`src/rtl/ct_cp0_lpmd_seq_pkg.sv`:
```
// Shared cp0 low-power-mode encodings: sequencer states, mode values and drain limit.
package ct_cp0_lpmd_seq_pkg;

   typedef enum logic [2:0] {
      SEQ_IDLE  = 3'd0,
      SEQ_DRAIN = 3'd1,
      SEQ_SLEEP = 3'd2,
      SEQ_WAKE  = 3'd3,
      SEQ_DONE  = 3'd4
   } seq_state_e;

   localparam logic [1:0]  LPMD_MODE_ILLEGAL = 2'b11;
   localparam logic [1:0]  LPMD_B_RUN        = 2'b11;
   localparam int unsigned CP0_DRAIN_TO      = 255;

endpackage

```
`src/rtl/ct_cp0_lpmd_seq_gated_clk_cell.sv`:
```
// Latch-based clock gate: the enable is captured while the clock is low so the gated clock never glitches.
module ct_cp0_lpmd_seq_gated_clk_cell (
   input  logic clk_i,
   input  logic en_i,
   output logic clk_o
);

   logic en_lat;

   always_latch begin
      if (!clk_i) en_lat <= en_i;
   end

   assign clk_o = clk_i & en_lat;

endmodule

```
`src/rtl/ct_cp0_lpmd_seq.sv`:
```
// Low-power-mode entry/exit sequencer: drains the pipeline, gates the core clock, and
// restores it after a configurable stabilisation delay once a wake source arrives.
module ct_cp0_lpmd_seq
   import ct_cp0_lpmd_seq_pkg::*;
#(
   parameter int unsigned DRAIN_TO = CP0_DRAIN_TO,
   parameter int unsigned WDLY_W   = 4
) (
   input  logic              forever_cpuclk,
   input  logic              cpurst,
   input  logic              lpmd_req,
   input  logic [1:0]        lpmd_mode,
   input  logic              rtu_yy_xx_flush,
   input  logic              ifu_yy_xx_no_op,
   input  logic              lsu_yy_xx_no_op,
   input  logic              mmu_yy_xx_no_op,
   input  logic              biu_yy_xx_no_op,
   input  logic              int_wake,
   input  logic              dbg_wake,
   input  logic [WDLY_W-1:0] wake_dly_cfg,
   output logic              cp0_xx_no_op_req,
   output logic [1:0]        lpmd_b,
   output logic              cp0_yy_clk_en,
   output logic              lpmd_cmplt,
   output logic              lpmd_abort,
   output logic [2:0]        seq_state
);

   localparam logic [7:0] DRAIN_LIMIT = 8'(DRAIN_TO);

   seq_state_e        state_q, state_d;
   logic [1:0]        mode_q, mode_d;
   logic [7:0]        drain_cnt_q, drain_cnt_d;
   logic [WDLY_W-1:0] wake_cnt_q, wake_cnt_d;
   logic [1:0]        lpmd_b_q, lpmd_b_d;
   logic              no_op_req_q, clk_en_q, cmplt_q, abort_q, abort_d;
   logic              all_ack, any_wake, cnt_en, cnt_clk;

   assign all_ack  = ifu_yy_xx_no_op & lsu_yy_xx_no_op & mmu_yy_xx_no_op & biu_yy_xx_no_op;
   assign any_wake = int_wake | dbg_wake;
   assign cnt_en   = (state_q != SEQ_IDLE) | lpmd_req;

   always_comb begin
      state_d = state_q;
      mode_d  = mode_q;
      abort_d = 1'b0;
      case (state_q)
         SEQ_IDLE: begin
            if (lpmd_req) begin
               if (lpmd_mode == LPMD_MODE_ILLEGAL) begin
                  state_d = SEQ_DONE;
               end else begin
                  state_d = SEQ_DRAIN;
                  mode_d  = lpmd_mode;
               end
            end
         end
         // Flush beats wake beats acks beats timeout.
         SEQ_DRAIN: begin
            if (rtu_yy_xx_flush) begin
               state_d = SEQ_IDLE;
            end else if (any_wake) begin
               state_d = SEQ_DONE;
            end else if (all_ack) begin
               state_d = SEQ_SLEEP;
            end else if (drain_cnt_q == DRAIN_LIMIT) begin
               state_d = SEQ_IDLE;
               abort_d = 1'b1;
            end
         end
         SEQ_SLEEP: begin
            if (dbg_wake) state_d = SEQ_DONE;
            else if (int_wake) state_d = SEQ_WAKE;
         end
         SEQ_WAKE: begin
            if (dbg_wake || (wake_cnt_q == '0)) state_d = SEQ_DONE;
         end
         SEQ_DONE: state_d = SEQ_IDLE;
         default:  state_d = SEQ_IDLE;
      endcase

      lpmd_b_d = (state_d == SEQ_SLEEP) ? ~mode_q : LPMD_B_RUN;

      drain_cnt_d = '0;
      if ((state_q == SEQ_DRAIN) && (state_d == SEQ_DRAIN)) drain_cnt_d = drain_cnt_q + 8'd1;

      // The wake delay loads on entry and counts down to zero while held in WAKE.
      wake_cnt_d = '0;
      if (state_d == SEQ_WAKE) wake_cnt_d = (state_q == SEQ_WAKE) ? wake_cnt_q - 1'b1 : wake_dly_cfg;
   end

   always_ff @(posedge forever_cpuclk or posedge cpurst) begin
      if (cpurst) begin
         state_q     <= SEQ_IDLE;
         mode_q      <= 2'b00;
         lpmd_b_q    <= LPMD_B_RUN;
         clk_en_q    <= 1'b1;
         no_op_req_q <= 1'b0;
         cmplt_q     <= 1'b0;
         abort_q     <= 1'b0;
      end else begin
         state_q     <= state_d;
         mode_q      <= mode_d;
         lpmd_b_q    <= lpmd_b_d;
         clk_en_q    <= &lpmd_b_d;
         no_op_req_q <= (state_d == SEQ_DRAIN);
         cmplt_q     <= (state_d == SEQ_DONE);
         abort_q     <= abort_d;
      end
   end

   ct_cp0_lpmd_seq_gated_clk_cell x_gated_clk_cell (
      .clk_i (forever_cpuclk),
      .en_i  (cnt_en),
      .clk_o (cnt_clk)
   );

   always_ff @(posedge cnt_clk or posedge cpurst) begin
      if (cpurst) begin
         drain_cnt_q <= '0;
         wake_cnt_q  <= '0;
      end else begin
         drain_cnt_q <= drain_cnt_d;
         wake_cnt_q  <= wake_cnt_d;
      end
   end

   assign cp0_xx_no_op_req = no_op_req_q;
   assign lpmd_b           = lpmd_b_q;
   assign cp0_yy_clk_en    = clk_en_q;
   assign lpmd_cmplt       = cmplt_q;
   assign lpmd_abort       = abort_q;
   assign seq_state        = state_q;

endmodule

```
`config.mk`:
```
export PLATFORM = sky130hd
export DESIGN_NAME = ct_cp0_lpmd_seq
export DESIGN_NICKNAME = d
export VERILOG_FILES = /design/src/rtl/ct_cp0_lpmd_seq_pkg.sv /design/src/rtl/ct_cp0_lpmd_seq_gated_clk_cell.sv /design/src/rtl/ct_cp0_lpmd_seq.sv
export SDC_FILE = /design/constraint.sdc
export NUM_CORES = 1
export LEC_CHECK = 0
export BUFFER_PORTS_ARGS = -buffer_cell sky130_fd_sc_hd__buf_2
export CORE_MARGIN = 2
export CORE_UTILIZATION = 56
export CTS_BUF_LIST = sky130_fd_sc_hd__clkbuf_16
export DETAILED_ROUTE_END_ITERATION = 16
export PLACE_DENSITY = 0.8
export SKIP_LAST_GASP = 1
export SLEW_MARGIN = 20
export SYNTH_ARGS = -nofsm -noshare
export SYNTH_HDL_FRONTEND = slang
export SYNTH_HIERARCHICAL = 1
export SYNTH_SLANG_ARGS = --single-unit
```
`constraint.sdc`:
```
create_clock -name forever_cpuclk -period 4.9 [get_ports forever_cpuclk]
set_clock_uncertainty 0.15 [all_clocks]
set_input_delay 0.98 -clock forever_cpuclk [delete_from_list [all_inputs] [get_ports forever_cpuclk]]
set_output_delay 0.98 -clock forever_cpuclk [all_outputs]
set_load 0.1 [all_outputs]
```
# Yosys cells after proc, flatten, opt, wreduce, memory -nomap -nowiden
# Index checks and enable logic that the tools add are counted.
# Widths: inputs -> output; s select.
# totals
regBits,23
latchBits,1
inputBits,16
output_inout_bits,9
elab_cells,56
# op_classes
n_addsub,2
eq_ne,9
mux,20
bitwise_logic,8
n_reduce_logical,7
# op_table
op,count
$mux 3,9
$eq 3x2->1 const B,4
$pmux 3 s4,1
$add 8x1->8 const B,1
$eq 8x8->1 const B,1
$mux 4,2
$mux 8,1
$eq 3x1->1 const B,2
$mux 1,6
$and 1x1->1,4
$logic_not 4->1,1
$sub 4x1->4 const B,1
$eq 3x3->1 const B,1
$logic_not 3->1,1
$reduce_and 3->1,1
$reduce_bool 3->1,1
$eq 2x2->1 const B,1
$mux 2,1
$not 2->2,1
$or 1x1->1,2
$reduce_and 2->1,1
$logic_and 1x1->1,1
$logic_or 1x1->1,1
$not 1->1,1

# Longest topological paths before layout
# Gate-level depths: netlist (run 1).
# depth
word_depth,10
depth_mapped,5
depth_no_buf,5

# By module
# The synthesis (run 1) kept the hierarchy.
# modules_own_cells
mod,n_inst,cells_each,area_each_um2,seq_area_each_um2
ct_cp0_lpmd_seq,1,100,1132.3,579.3
ct_cp0_lpmd_seq_gated_clk_cell,1,2,21.3,0.0

==> impl_metrics.py, run 1 <==
metrics = {
    "global_route": {
        "globalRouteMet2Util_pct": 42.6,
        "met3_usage_pct": 10.7,
        "gr-usage-all-layers_pct": 26.3,
        "antenna_found_initial": 0,
        "use_met1_pct": 27.1,
        "grt_pass1_wl_microns": 4460,
        "grt-busiest-layer": "met2",
        "grt_pass1_vias": 1022,
        "grt_start_max_net_pins": 24,
        "grt-ovfl-total": 0,
    },
    "synth": {
        "synth.distinct_cells": 38,
        "synth_top_flop_cell": "dfrtp_1",
        "ys_warn_count": 6,
        "synthArstFlopShare_pct": 95.8,
        "ys_ff_latch": 24,
        "synth_edf_count": 0,
        "netlist_instances": 102,
        "syn_area_sq_um": 1150,
        "synth_nets": 120,
        "syn_area_per_cell_sq_um": 11.3,
    },
    "sta": {
        "tns_ns": 0,
        "setup_viol": 0,
        "rsz0062_at_grt": "false",
        "worst_slew_pin_slew_ns": 0.869,
        "max-slew-margin-rel_pct": 41.9,
        "slew_violations": 0,
        "hold_viol_final": 0,
    },
    "die": {
        "rows": 16,
        "start_util_pct": 58.8,
        "io_pins": 25,
        "dieArea_sq_um": 2440,
        "dieWidth_microns": 49.4,
        "core_sq_um": 1960,
        "die_height_microns": 49.4,
    },
    "finish": {
        "mostFrequentLayoutCells": "24 x buf_2, 20 x dfrtp_1, 11 x clkbuf_16",
        "fin_util_pct": 79.7,
        "fillers": 128,
        "final_common_cell": "buf_2",
        "area.growth.synth_to_final_pct": 35.6,
        "multiInputGateArea_sq_um": 518,
        "drive_above_1_share_pct": 38.5,
        "regArea_sq_um": 594,
        "nNetsFinal": 154,
        "antenna_cells": 0,
        "fin_area_sq_um": 1560,
    },
    "drt": {
        "wl_per_cell_microns": 16.3,
        "first_pass_iters": 4,
        "drc": 0,
        "viasPerCell": 6.06,
        "drt_iter0_drc": 23,
        "wl_microns": 2630,
        "vias": 981,
        "ant_nets": 0,
    },
    "power": {
        "p_total_mw": 0.730,
        "power_per_cell_area_nw_per_um2": 467,
        "p_clk_share_pct": 64.4,
        "p_switching_mw": 0.167,
        "p_leak_nw": 0.689,
        "seqPwrFrac_pct": 26.2,
        "combPwrFrac_pct": 9.4,
        "ir_drop_v": 0.000367,
        "p_int_mw": 0.563,
        "switching_share_pct": 22.9,
    },
    "setup_path": {
        "critPathKind": "reg -> latch",
        "worstPathRequired_ns": 2.97,
        "critPathMaxFanout": 9,
        "endpoint_kind": "latch",
        "startpoint_type": "register",
        "crit_arrival_ns": 1.52,
    },
    "clock_tree": {
        "cts_setup_buffers": 0,
        "clock_latency_ns": 0.63,
        "clk_pin_slew_ns": 0.04,
        "ctsHoldBuffers": 0,
        "post_cts_resize_count": 0,
        "cts_tree": "done",
    },
    "hold_path": {
        "hold_class": "reg -> reg",
    },
    "flow_run": {
        "max-cap-violations": 0,
    },
    "place": {
        "dpl-instance-area_sq_um": 1280,
        "gp_congestion": 0.768,
        "dpl.hpwl_microns": 1590,
        "port_buffers": 24,
    },
    "run_status": {
        "status": "completed",
    },
}
[synth_stat cells (all sizes together) (2+ instances only)]
cell type	number	share of area, %
dfrtp	20	43
o21ai	7	3.0
a21oi	2	0.87
nor2	6	2.0
and3b	2	1.5
o221ai	2	1.5
dfstp	3	6.8
nor4bb	2	1.7
nand4	3	1.6
buf	2	1.6
a211oi	4	3.5
inv	5	1.6
mux2i	2	1.7
or4b	2	2.1
nand3	4	1.7
xnor2	4	3.0
nor3	9	6.1
or3	3	1.6
nand2	3	0.98
mux2	2	2.0
ha	2	2.2
nor3b	2	1.7
[per-layer routing]
metal	share of wire (%)	up-vias	wire length, microns
met2	52	42	1360
met5	0	-	0
met4	1.7	0	44
met3	6.9	6	181
li1	-	446	-
met1	40	487	1050
[worst max-delay path, stage by stage (launching register included)]
cell      delay [ns]
dfrtp_1         0.45
nor3_1          0.38
nand2b_1        0.11
[path summary, 6_finish.rpt]
| check | from | endpoint | slack, ns | cells after the start |
|---|---|---|---|---|
| max in group gated | x_gated_clk_cell/en_lat$_DLATCH_N_ | clock gate | 1.45 | 0 |
| min in group gated | x_gated_clk_cell/en_lat$_DLATCH_N_ | clock gate | 0.52 | 0 |
| max reg2reg | seq_state[1]$_DFF_PP0_ | x_gated_clk_cell/en_lat$_DLATCH_N_ | 1.44 | 2 |
| min reg2reg | mode_q[1]$_DFFE_PP0P_ | cp0_yy_clk_en$_DFF_PP1_ | 0.29 | 1 |
| min | mode_q[1]$_DFFE_PP0P_ | cp0_yy_clk_en$_DFF_PP1_ | 0.29 | 1 |
| max | seq_state[1]$_DFF_PP0_ | x_gated_clk_cell/en_lat$_DLATCH_N_ | 1.44 | 2 |
| max in group asynchronous | cpurst | seq_state[1]$_DFF_PP0_ | 3.66 | 2 |
| min in group asynchronous | cpurst | drain_cnt_q[6]$_DFF_PP0_ | 0.37 | 2 |
[stage by stage]
stage | hold WS (ns) | setup slack [ns] | instances
2_1_floorplan | 0.0757 | 0.949 | 102
3_3_place_gp | 0.0771 | 1.09 | 150
3_5_place_dp | 0.0763 | 1.08 | 150
4_1_cts | 0.302 | 1.44 | 162
5_1_grt | 0.325 | 1.40 | 162
6_report | 0.295 | 1.44 | 162
[logic make-up (layout without fill, tap and decap cells)]
group | Yosys count | in the layout | share of synthesized area (%)
adders and majority gates | 2 | 2 | 2.17
buffers and inverters | 8 | 41 | 3.58
DFF | 23 | 23 | 50.2
xor gates and xnor gates | 5 | 5 | 3.80
latches | 1 | 1 | 1.30
and+or+nand+nor | 41 | 41 | 24.0
AOI/OAI and AO/OA | 18 | 18 | 11.3
muxes | 4 | 4 | 3.69
[state kept, by name, summed over array words and instances (netlist names)]
name / cells
lpmd_cmplt: 1
lpmd_abort: 1
lpmd_b: 2
mode_q: 2
seq_state: 3
x_gated_clk_cell/en_lat: 1
cp0_yy_clk_en: 1
wake_cnt_q: 4
cp0_xx_no_op_req: 1
drain_cnt_q: 8
[final cells by class]
class	count	share of cell area, %
Clock buffer	11	17.6
Multi-Input combinational cell	70	33.1
Sequential cell	24	38.0
Inverter	5	1.20
Tap cell	27	2.16
Timing Repair Buffer	24	7.68
Clock inverter	1	0.240
[power by group through the flow]
stage	sequential [mW]	combinational (mW)	clock [mW]
detailed placement	0.193	0.0678	0.0146
finish	0.191	0.0688	0.470
floorplan	0.222	0.0236	0.0146
global route	0.193	0.0723	0.489
CTS	0.191	0.0690	0.480
global placement	0.192	0.0667	0.0146
Note: power is estimated with default switching activity, not from simulation.
==> inputs of run 2 (changes only) <==
--- a/config.mk
+++ b/config.mk
@@ -5,12 +5,13 @@
 export SDC_FILE = /design/constraint.sdc
 export NUM_CORES = 1
 export LEC_CHECK = 0
+export ABC_AREA = 1
 export BUFFER_PORTS_ARGS = -buffer_cell sky130_fd_sc_hd__buf_2
 export CORE_MARGIN = 2
-export CORE_UTILIZATION = 56
+export CORE_UTILIZATION = 53
 export CTS_BUF_LIST = sky130_fd_sc_hd__clkbuf_16
 export DETAILED_ROUTE_END_ITERATION = 16
-export PLACE_DENSITY = 0.8
+export PLACE_DENSITY = 0.76
 export SKIP_LAST_GASP = 1
 export SLEW_MARGIN = 20
 export SYNTH_ARGS = -nofsm -noshare
==> constraint.sdc (replaced) <==
create_clock -name forever_cpuclk -period 3.6 [get_ports forever_cpuclk]
set_clock_uncertainty 0.15 [all_clocks]
set_input_delay 0.72 -clock forever_cpuclk [delete_from_list [all_inputs] [get_ports forever_cpuclk]]
set_output_delay 0.72 -clock forever_cpuclk [all_outputs]
set_load 0.1 [all_outputs]
==> impl_metrics.py, run 2 <==
metrics = {
    "run_status": {
        "status": "completed",
    },
    "finish": {
        "fillers": 151,
        "fin_util_pct": 77.0,
        "final_common_cell": "inv_1",
        "top_register": "drain_cnt_q",
        "antenna_cells": 0,
        "regArea_sq_um": 594,
        "nNetsFinal": 207,
        "drive_above_1_share_pct": 30.2,
        "multiInputGateArea_sq_um": 510,
        "area.growth.synth_to_final_pct": 39.8,
        "largest_register_ff_count": 8,
        "mostFrequentLayoutCells": "36 x inv_1, 30 x nand2_1, 24 x buf_2",
    },
    "power": {
        "p_leak_nw": 0.949,
        "p_switching_mw": 0.268,
        "combPwrFrac_pct": 9.1,
        "p_int_mw": 0.776,
        "p_clk_share_pct": 66.3,
        "ir_drop_v": 0.000513,
        "power_per_cell_area_nw_per_um2": 619,
        "seqPwrFrac_pct": 24.6,
        "switching_share_pct": 25.7,
    },
    "global_route": {
        "antenna_found_initial": 0,
        "grt_start_max_net_pins": 24,
        "globalRouteMet2Util_pct": 45.5,
        "grt_pass1_vias": 1158,
        "grt_pass1_wl_microns": 4920,
        "use_met1_pct": 26.0,
        "grt-ovfl-total": 0,
        "met3_usage_pct": 13.2,
        "grt-busiest-layer": "met2",
        "gr-usage-all-layers_pct": 27.9,
    },
    "flow_run": {
        "max-cap-violations": 0,
    },
    "synth": {
        "synthArstFlopShare_pct": 95.8,
        "syn_area_per_cell_sq_um": 8.55,
        "synth_common_cells": "30 x nand2_1, 24 x inv_1, 20 x dfrtp_1",
        "ys_warn_count": 6,
        "synth.area.top_cells": "dfrtp_1 41%, nand2_1 9.3%, inv_1 7.5%",
        "syn_area_sq_um": 1210,
        "netlist_instances": 141,
        "synth_nets": 159,
        "synth_area_leader_cell": "dfrtp_1",
        "synth_most_common_cell": "nand2_1",
        "synth.top_cell.area_share_pct": 41.5,
        "synth.distinct_cells": 28,
        "synth_edf_count": 0,
        "ys_ff_latch": 24,
        "synth_top_flop_cell": "dfrtp_1",
    },
    "die": {
        "dieArea_sq_um": 2670,
        "rows": 17,
        "io_pins": 25,
        "core_sq_um": 2190,
        "die_height_microns": 51.7,
        "dieWidth_microns": 51.7,
        "start_util_pct": 55.1,
    },
    "setup_path": {
        "critPathMaxFanout": 1,
        "endpoint_kind": "clock gate",
        "worstPathRequired_ns": 3.67,
        "critPathKind": "latch -> gate",
        "crit_arrival_ns": 2.88,
        "cp.depth": 0,
        "startpoint_type": "latch",
        "rr_worst_depth": 4,
    },
    "drt": {
        "first_pass_iters": 5,
        "drc": 0,
        "ant_nets": 0,
        "wl_per_cell_microns": 13.9,
        "drt_iter0_drc": 34,
        "wl_microns": 3010,
        "viasPerCell": 5.06,
        "vias": 1099,
    },
    "place": {
        "port_buffers": 24,
        "dpl.hpwl_microns": 1800,
        "dp_slack_ns": 0.711,
        "gp_congestion": 0.884,
    },
    "hold_path": {
        "hold_class": "in -> async",
    },
    "sta": {
        "setup_viol": 0,
        "max-slew-margin-rel_pct": 42.4,
        "fin_ws_ns": 0.789,
        "rsz0062_at_grt": "false",
        "worst_slew_pin_slew_ns": 0.863,
        "slew_violations": 0,
        "hold_viol_final": 0,
        "tns_ns": 0,
    },
    "clock_tree": {
        "clock_latency_ns": 0.66,
        "cts_setup_buffers": 0,
        "post_cts_resize_count": 0,
        "ctsHoldBuffers": 0,
        "clk_pin_slew_ns": 0.07,
        "cts_tree": "done",
    },
}
run 2: cell count changes in the layout (fill, tap and decap cells not counted), sizes merged, moves of 4 or more:
cell | before | now
nand3 | 4 | 12
nor2 | 6 | 20
inv | 5 | 39
nand2 | 3 | 33
nor3 | 9 | 3
a211oi | 4 | 0
run 2: layout make-up:
type	instances	area share, %
multi-input combinational	90	30.3
sequential	24	35.2
tap	28	2.08
timing repair buffer	24	7.12
inverter	26	5.79
clock buffer	11	16.3
clock inverter	14	3.19
run 2: final timing paths:
path	startpoint	endpoint	slack, ns
max	x_gated_clk_cell/en_lat$_DLATCH_N_	clock gate	0.79
max in group forever_cpuclk	seq_state[1]$_DFF_PP0_	x_gated_clk_cell/en_lat$_DLATCH_N_	0.86
min	cpurst	drain_cnt_q[3]$_DFF_PP0_	0.08
min reg2reg	mode_q[0]$_DFFE_PP0P_	lpmd_b[0]$_DFF_PP1_	0.30
max reg2reg	seq_state[1]$_DFF_PP0_	x_gated_clk_cell/en_lat$_DLATCH_N_	0.86
min in group gated	x_gated_clk_cell/en_lat$_DLATCH_N_	clock gate	0.53
min in group forever_cpuclk	wake_dly_cfg[0]	wake_cnt_q[0]$_DFF_PP0_	0.24
max in group asynchronous	cpurst	mode_q[0]$_DFFE_PP0P_	2.60
run 2: layer usage:
layer  share of wire, %  wire [microns]
met1                 40            1200
met2                 51            1550
met3                6.1             185
met4                2.8              84
met5                  0               0
run 2: metrics by stage:
step | instance area, sq um | hold slack [ns] | instances | total power [mW]
2_1_floorplan | 1210 | 0.0800 | 141 | 0.350
3_3_place_gp | 1360 | 0.0804 | 193 | 0.371
3_5_place_dp | 1360 | 0.0823 | 193 | 0.373
4_1_cts | 1690 | 0.109 | 217 | 1.05
5_1_grt | 1690 | 0.161 | 217 | 1.09
6_report | 1690 | 0.0809 | 217 | 1.04
run 2: kinds of logic (layout without fill, tap and decap cells):
kind of cell / count (synthesis) / count (layout) / synth area share, %
adder cells (fa/ha/maj): 2 / 2 / 2.07
XOR/XNOR: 4 / 4 / 2.91
latches: 1 / 1 / 1.24
flip-flops: 23 / 23 / 48.0
AND/OR/NAND/NOR: 71 / 71 / 29.8
AO/OA/AOI/OAI: 11 / 11 / 5.70
buffers and inverters: 27 / 75 / 8.40
multiplexers: 2 / 2 / 1.87
run 2: worst register-to-register path, delay by kind of cell, from the launching register on:
kind	cells	cell delay (ns)
flip-flops	1	0.43
AND/OR/NAND/NOR	3	0.33
buffers and inverters	1	0.13
run 2: power groups by stage:
stage / Clock [mW] / Combinational (mW) / Sequential, mW
after floorplan: 0.0200 / 0.0342 / 0.295
after global placement: 0.0200 / 0.0929 / 0.258
after detailed placement: 0.0200 / 0.0945 / 0.259
after CTS: 0.703 / 0.0954 / 0.257
after global routing: 0.726 / 0.101 / 0.259
final: 0.693 / 0.0950 / 0.257
==> inputs of run 3 (changes only) <==
==> constraint.sdc (replaced) <==
create_clock -name forever_cpuclk -period 2.7 [get_ports forever_cpuclk]
set_clock_uncertainty 0.15 [all_clocks]
set_input_delay 0.54 -clock forever_cpuclk [delete_from_list [all_inputs] [get_ports forever_cpuclk]]
set_output_delay 0.54 -clock forever_cpuclk [all_outputs]
set_load 0.1 [all_outputs]
==> impl_metrics.py, run 3 (synthesis results as in run 2) <==
metrics = {
    "run_status": {
        "status": "completed",
    },
    "sta": {
        "fin_ws_ns": 0.326,
        "slew_violations": 0,
        "setup_viol": 0,
        "worst_slew_pin_slew_ns": 0.848,
        "hold_viol_final": 0,
        "rsz0062_at_grt": "false",
        "tns_ns": 0,
        "max-slew-margin-rel_pct": 43.4,
    },
    "clock_tree": {
        "post_cts_resize_count": 0,
        "cts_setup_buffers": 0,
        "cts_tree": "done",
        "clk_pin_slew_ns": 0.04,
        "clock_latency_ns": 0.68,
    },
    "die": {
        "io_pins": 25,
        "start_util_pct": 55.1,
        "dieArea_sq_um": 2670,
        "die_height_microns": 51.7,
        "dieWidth_microns": 51.7,
        "rows": 17,
        "core_sq_um": 2190,
    },
    "place": {
        "dpl.hpwl_microns": 1750,
        "gp_congestion": 0.906,
        "port_buffers": 24,
        "dp_slack_ns": 0.398,
        "place_inst": 193,
    },
    "hold_path": {
        "min_from": "wake_dly_cfg[0]",
        "min_to": "wake_cnt_q[0]$_DFF_PP0_",
        "hold_class": "in -> reg",
        "hold_depth": 3,
    },
    "finish": {
        "antenna_cells": 0,
        "drive_above_1_share_pct": 30.0,
        "mostFrequentLayoutCells": "35 x inv_1, 30 x nand2_1, 24 x buf_2",
        "area.growth.synth_to_final_pct": 40.7,
        "top_register": "drain_cnt_q",
        "fillers": 151,
        "nNetsFinal": 208,
        "largest_register_ff_count": 8,
        "regArea_sq_um": 594,
        "stdcell_count": 218,
        "final_common_cell": "inv_1",
        "multiInputGateArea_sq_um": 510,
    },
    "global_route": {
        "grt-ovfl-total": 0,
        "grt_start_max_net_pins": 24,
        "grt_pass1_wl_microns": 4790,
        "antenna_found_initial": 0,
        "grt_pass1_vias": 1179,
        "gr-usage-all-layers_pct": 27.0,
    },
    "setup_path": {
        "startpoint_type": "latch",
        "reg2reg_slack_ns": 0.47,
        "crit_arrival_ns": 2.43,
        "rr_endpoint": "x_gated_clk_cell/en_lat$_DLATCH_N_",
        "worstPathRequired_ns": 2.76,
        "critPathMaxFanout": 1,
        "rr_worst_depth": 4,
        "endpoint_kind": "clock gate",
        "r2r_start": "seq_state[2]$_DFF_PP0_",
        "critPathKind": "latch -> gate",
    },
    "drt": {
        "first_pass_iters": 5,
        "wl_per_cell_microns": 13.6,
        "drt_iter0_drc": 21,
        "viasPerCell": 5.06,
        "vias": 1104,
        "wl_microns": 2960,
        "drc": 0,
        "ant_nets": 0,
    },
    "power": {
        "power_per_cell_area_nw_per_um2": 825,
        "p_leak_nw": 0.949,
        "ir_drop_v": 0.000748,
    },
    "flow_run": {
        "max-cap-violations": 0,
    },
}
## run 3: cell count changes in the layout (fill, tap and decap cells not counted)
cell           change
clkinv_1           +1
dlygate4sd3_1      +1
inv_1              -1
## run 3: worst min-delay path, cell delays in order
cell and delay (ns):
buf_2 0.07, o21ai_0 0.08, a21oi_1 0.11
## run 3: per-stage QoR
stage | power (mW) | hold slack [ns] | util [%] | cell area, sq um
after floorplan | 0.466 | 0.0800 | - | 1210
after global placement | 0.494 | 0.0804 | 62.1 | 1360
after detailed placement | 0.497 | 0.0871 | 62.1 | 1360
after CTS | 1.41 | 0.0380 | 77.4 | 1700
after global routing | 1.45 | 0.0756 | 77.4 | 1700
final | 1.40 | 0.0401 | 77.4 | 1700
## run 3: power breakdown
part | internal, mW | leakage (nW) | switching [mW]
Clock | 0.675 | 0.225 | 0.254
Combinational | 0.0328 | 0.413 | 0.0957
Sequential | 0.328 | 0.311 | 0.0143
## run 3: cell type report
class                   count  share of cell area (%)
repair buffers             25                    7.67
clock buffers              11                    16.2
flip-flops and latches     24                    35.0
clock inverters            14                    3.17
inverters                  26                    5.75
well taps                  28                    2.06
multi-input cells          90                    30.1
## run 3: worst max path at each step
stage                                                   from  cells after the start                                  to  slack (ns)
after global placement                seq_state[2]$_DFF_PP0_                      4  x_gated_clk_cell/en_lat$_DLATCH_N_        0.42
after CTS                 x_gated_clk_cell/en_lat$_DLATCH_N_                      0                          clock gate        0.32
after global routing      x_gated_clk_cell/en_lat$_DLATCH_N_                      0                          clock gate        0.32
final                     x_gated_clk_cell/en_lat$_DLATCH_N_                      0                          clock gate        0.33
after floorplan                       seq_state[1]$_DFF_PP0_                      4  x_gated_clk_cell/en_lat$_DLATCH_N_           0
after detailed placement              seq_state[2]$_DFF_PP0_                      4  x_gated_clk_cell/en_lat$_DLATCH_N_        0.40
## run 3: layer usage
layer | track usage (%) | vias to the layer above | part of all wire (%)
li1 | - | 537 | -
met1 | 26.1 | 502 | 38
met2 | 41.0 | 46 | 51
met3 | 12.4 | 19 | 6.4
met4 | 27.6 | 0 | 4.2
met5 | 0 | - | 0
## run 3: what timing repair did
action | CTS | global route
hold buffers | 1 | 0
setup endpoints to repair | 0 | 0
hold endpoints to repair | 12 | 0
